===== src/rtl/pipe_ctrl_skid.sv =====
// Pipeline-stage register with a valid/ready handshake, synchronous flush and an
// optional two-entry skid buffer that keeps in_ready off the out_ready path.
module pipe_ctrl_skid #(
    parameter int unsigned      WIDTH     = 3,
    parameter logic [WIDTH-1:0] FLUSH_VAL = '0,
    parameter bit               SKID      = 1'b1
) (
    input  logic             clk,
    input  logic             reset,
    input  logic             in_valid,
    output logic             in_ready,
    input  logic [WIDTH-1:0] in_data,
    input  logic             flush,
    output logic             out_valid,
    input  logic             out_ready,
    output logic [WIDTH-1:0] out_data,
    output logic [1:0]       occupancy
);

    logic [WIDTH-1:0] main_q;
    logic             vld_q;

    assign out_data  = main_q;
    assign out_valid = vld_q;

    generate
        if (SKID) begin : g_skid
            typedef enum logic [1:0] {
                EMPTY = 2'd0,
                ONE   = 2'd1,
                FULL  = 2'd2
            } state_t;

            state_t           state;
            logic [WIDTH-1:0] skid_q;
            logic             rdy_q;
            logic [1:0]       occ_q;
            logic             in_fire;
            logic             out_fire;

            assign in_fire   = in_valid & rdy_q;
            assign out_fire  = vld_q & out_ready;
            assign in_ready  = rdy_q;
            assign occupancy = occ_q;

            // in_ready, out_valid and occupancy are all registered next to the
            // state so none of them has a combinational path from out_ready.
            always_ff @(posedge clk or posedge reset) begin
                if (reset) begin
                    state  <= EMPTY;
                    main_q <= FLUSH_VAL;
                    skid_q <= FLUSH_VAL;
                    rdy_q  <= 1'b1;
                    occ_q  <= 2'd0;
                    vld_q  <= 1'b0;
                end else if (flush) begin
                    state  <= EMPTY;
                    main_q <= FLUSH_VAL;
                    skid_q <= FLUSH_VAL;
                    rdy_q  <= 1'b1;
                    occ_q  <= 2'd0;
                    vld_q  <= 1'b0;
                end else begin
                    case (state)
                        EMPTY: begin
                            if (in_fire) begin
                                main_q <= in_data;
                                state  <= ONE;
                                occ_q  <= 2'd1;
                                vld_q  <= 1'b1;
                            end
                        end
                        ONE: begin
                            if (in_fire && out_fire) begin
                                main_q <= in_data;
                            end else if (in_fire) begin
                                skid_q <= in_data;
                                state  <= FULL;
                                rdy_q  <= 1'b0;
                                occ_q  <= 2'd2;
                            end else if (out_fire) begin
                                state  <= EMPTY;
                                occ_q  <= 2'd0;
                                vld_q  <= 1'b0;
                            end
                        end
                        FULL: begin
                            if (out_fire) begin
                                main_q <= skid_q;
                                state  <= ONE;
                                rdy_q  <= 1'b1;
                                occ_q  <= 2'd1;
                            end
                        end
                        default: begin
                            state  <= EMPTY;
                            rdy_q  <= 1'b1;
                            occ_q  <= 2'd0;
                            vld_q  <= 1'b0;
                        end
                    endcase
                end
            end
        end else begin : g_single
            logic in_fire;

            assign in_ready  = ~vld_q | out_ready;
            assign in_fire   = in_valid & in_ready;
            assign occupancy = {1'b0, vld_q};

            always_ff @(posedge clk or posedge reset) begin
                if (reset) begin
                    main_q <= FLUSH_VAL;
                    vld_q  <= 1'b0;
                end else if (flush) begin
                    main_q <= FLUSH_VAL;
                    vld_q  <= 1'b0;
                end else if (in_fire) begin
                    main_q <= in_data;
                    vld_q  <= 1'b1;
                end else if (out_ready) begin
                    vld_q  <= 1'b0;
                end
            end
        end
    endgenerate

endmodule


===== config.mk =====
export PLATFORM = sky130hd
export DESIGN_NAME = pipe_ctrl_skid
export DESIGN_NICKNAME = d
export VERILOG_FILES = /design/src/rtl/pipe_ctrl_skid.sv
export SDC_FILE = /design/constraint.sdc
export NUM_CORES = 1
export LEC_CHECK = 0
export BUFFER_PORTS_ARGS = -buffer_cell sky130_fd_sc_hd__buf_4
export CORE_AREA = 3 3 40 42
export CTS_CLUSTER_DIAMETER = 50
export DETAILED_ROUTE_END_ITERATION = 12
export DIE_AREA = 0 0 43 45
export HOLD_SLACK_MARGIN = 0.1
export PLACE_DENSITY = 0.75
export SLEW_MARGIN = 25
export SYNTH_ARGS = -nofsm -noshare
export SYNTH_HDL_FRONTEND = slang
export SYNTH_SLANG_ARGS = --single-unit

===== constraint.sdc =====
create_clock -name clk -period 4.2 [get_ports clk]
set_clock_uncertainty 0.2 [all_clocks]
set_input_delay 0.84 -clock clk [delete_from_list [all_inputs] [get_ports clk]]
set_output_delay 0.84 -clock clk [all_outputs]
set_load 0.005 [all_outputs]

* Yosys cells after proc, flatten, opt, wreduce, memory -nomap -nowiden
Index checks and enable logic that the tools add are counted.
** Operators by class
- Equal/unequal tests :: 13
- Muxes and demuxes :: 26
- Bitwise operators :: 2
- Reduce and logical (&&, ||, !) cells :: 10
** Operators by type and width (number)
- 3-bit two-way mux :: 7
- 3-bit inequality test, second input constant :: 7
- 2-bit two-way mux :: 6
- 4-bit AND reduction :: 3
- 1-bit two-way mux :: 9
- 3-bit case mux with 3 select lines :: 1
- 2-bit inequality test, second input constant :: 3
- 1-bit case mux with 3 select lines :: 2
- 2-bit case mux with 3 select lines :: 1
- 5-bit AND reduction :: 1
- 4-bit inequality test, second input constant :: 1
- 2-bit nonzero test :: 2
- 4-bit nonzero test :: 1
- 3-bit AND reduction :: 1
- 1-bit bitwise AND :: 2
- 2-bit by 1-bit == test with 1-bit output, second input constant :: 1
- 2-bit == test, second input constant :: 1
- 2-bit zero test :: 1
- 1-bit logical AND :: 1
** Storage, ports and cells
- Bits in registers :: 10
- Output and inout port bits :: 7
- Word-level logic and storage cells :: 56

* Logic depth before layout (Yosys ltp)
- Depth after elaboration :: 6
- Gate-level depth with buffers :: 4
- Gate-level depth less buffers :: 3

* Worst setup path before layout
No wires, ideal clock.
- Kind :: input to register
- Start point :: input port out_ready
- End point :: register main_q[0] (netlist: out_data[0])
- Data arrival time :: 1.395 ns
- Setup slack :: 2.471 ns
- Stages :: 3
- Path buffers :: 0
- Path through :: a21boi_2 o211a_1 o31ai_1
** On the way
- Longest elaborated chain between the ends :: 4
** Ends and longest elaborated chain
- start: declaration :: line 15 : input logic out_ready,
- 1-bit bitwise AND (*) :: line 42 : assign out_fire = vld_q & out_ready;
- 1-bit logical AND :: line 74 : if (in_fire && out_fire) begin
- 3-bit inequality test (no line)
- 4-bit AND reduction (no line) (*)
- end signal: assignment :: line 67 : main_q <= in_data;
- end signal: assignment :: line 75 : main_q <= in_data;
- end signal: assignment :: line 89 : main_q <= skid_q;
- end: declaration :: line 20 : logic [WIDTH-1:0] main_q;
Every way passes the cells marked *; elsewhere a longest branch is shown, timed or not.
A chain may end at the register's enable or synchronous reset.

* Final worst setup path
- Start point :: register g_skid.rdy_q (netlist: in_ready)
- End point :: output port in_ready
** RTL lines
- start: declaration :: line 36 : logic rdy_q;
- start signal: assignment :: line 53 : rdy_q <= 1'b1;
- start signal: assignment :: line 60 : rdy_q <= 1'b1;
- start signal: assignment :: line 79 : rdy_q <= 1'b0;
- end: declaration :: line 11 : output logic in_ready,
No word-level cell between the ends.

==> reports/qor.csv <==
metric;value;unit
Final Cell Area;722;um^2
VDD IR-drop max;0.000182;V
largest family of logic cells by synthesized area;compound AO/OA/AOI/OAI gates;
drt via density;5.76;
final hold violations;0;
first-pass GRT wire length;1.90;mm
mux cell area share after synthesis;0.0524;
grt total ovfl;0;
setup TNS;0;ns
Hold Crit Class;in2async;
synth cell count leaders;dfrtp_1, a21oi_1, o21ai_0;
number of synthesized flops with an enable pin;0;
maximum clock rate;0.497;GHz
Inserted Diodes;0;
Compound-Gate Fraction of Synth Area;0.293;
Num CTS Buffers;3;
GPL Wtd Cong;0.765;
largest delay contributor family on the critical path;flip-flops;
top-count cell post-synth;dfrtp_1;
status;completed;
Core Footprint;1280;um^2
final net count;79;
setup violators final;0;
worst-path maximum fanout;6;
Cell Chain, Critical Path;buf_4;
crit path max-delay cell type;dfstp_2;
crit path DAT;0.97;ns
Starting Density;0.446;
Routed WL per cell;14.1;um
I/O pin cnt;15;
Clock Root Buffer;clkbuf_4;
maxcap violations;0;
final non-filler cell total;85;
die width;43;um
Detail Placement HPWL;884;um
Worst Path Required;3.16;ns
Post-Synth Adder-Cell Area;0;
PD cells;380;nW/um^2
Post-Route WL;1.20;mm
vias in the first global route;418;
Vias;490;
hold_ws;0.356;ns
Seq cells post-synth;10;
RSZ-0062 raised after global routing;no;
final period utilization;0.479;
Die H;45;um
Clock Path Buffers;2;
xor/xnor share of the synthesized area;0.0153;
CP Buf/Inv Count;1;
Slew Limit Fails;0;
Syn Area/Cell;10.6;um^2
initial antenna violation count;0;
Slew headroom;0.736;
I/O Buffers;14;
placed instance count;81;
Row Count;13;
predominant post-synthesis flop cell;dfrtp_1;
worst slew pin tran;0.395;ns
YS warnings;0;
worst stage delay on the critical path;0.59;ns
startpoint types;register;
post-CTS resize count;0;
Synth area leader;dfrtp_1;
largest net degree at the start of global routing;12;
Synth top area share;0.393;
sequential area share after synthesis;0.439;
postcts setup bufs;0;
Post-Syn Instances;54;
Pleak;0.349;nW
Clock Latency Late Sink;0.26;ns
Period minus WS final;2.01;ns
TritonRoute pass-1 iters;4;
CTS Sinks;10;
simple-gate portion of the synthesized area;0.162;
Placed Area;686;um^2
gr usage total;0.131;
share of post-route cells with drive strength above 1;0.329;
CP Capture Type;primary output;
syn_nets;62;
Mapped Area;573;um^2
Synth-to-Final Area Change;26.0;%
Post-synth ARST share;1.00;
Antenna Nets Post-Route;0;
CTS Hold Buffers Added;0;
H-tree levels;1;
die area;1940;um^2
DRC Markers;0;
synth top area cells;dfrtp_1, mux2i_1, dfstp_2;
Distinct cells, synth;27;
DR iter-0 viols;13;
Clock transition at path regs;0.07;ns
crit path kind;reg2out;
CTS tree;done;
==> report_power, final <==
group / switching [mW] / internal, mW / total (mW)
Clock: 0.0330 / 0.0525 / 0.0855
Combinational: 0.0306 / 0.0379 / 0.0685
Sequential: 0.0133 / 0.107 / 0.120
==> registers in the layout, summed over array words and instances, names as in the netlist <==
signal / flops
g_skid.skid_q: 3
in_ready: 1
occupancy: 2
out_data: 3
out_valid: 1
==> area by class of cell <==
class                      instances  area [um^2]
fill                             126          563
multi-input combinational         39          299
sequential                        10          251
timing repair buffer              14          105
clock buffer                       4         36.3
tap                               15         18.8
inverter                           3         11.3
==> cell usage in the layout, fill, tap and decap left out, drive strengths merged, types with 2 or more instances in the layout <==
cell type,n
o21ai,4
clkbuf,4
mux2i,3
inv,3
o2111ai,3
a21oi,5
or2b,2
buf,14
o31ai,3
nand4b,2
dfrtp,9
nand3,3
==> worst paths after layout <==
check	from	end	slack, ns	cells after the start
max in group asynchronous	reset	in_ready	3.12	2
hold / removal	reset	occupancy[0]	0.36	2
setup / recovery	in_ready	in_ready	2.19	1
setup reg to reg	occupancy[1]	out_data[0]	2.67	3
hold reg to reg	g_skid.skid_q[0]	g_skid.skid_q[0]	0.36	2
min in group clk	g_skid.skid_q[0]	g_skid.skid_q[0]	0.36	2
==> logic make-up (layout without fill, tap and decap cells) <==
group	after synthesis	after routing
buf+inv	5	21
mux	3	3
flops	10	10
compound gates	23	23
simple gates	12	12
xor+xnor	1	1
==> stage by stage <==
stage,total power [mW],util,setup WS (ns)
6_report,0.274,0.562,2.19
3_5_place_dp,0.192,0.534,2.22
3_3_place_gp,0.190,0.534,2.26
2_1_floorplan,0.163,-,2.47
4_1_cts,0.278,0.562,2.18
5_1_grt,0.291,0.562,2.14
==> routing by layer <==
| layer | part of all wire | global-route usage | vias to the layer above |
|---|---|---|---|
| met1 | 0.45 | 0.179 | 233 |
| met4 | 0.0067 | 0.0542 | 0 |
| li1 | - | - | 242 |
| met5 | 0 | 0 | - |
| met2 | 0.49 | 0.204 | 13 |
| met3 | 0.058 | 0.0279 | 2 |
No activity file was read; power rests on OpenSTA's default activity.
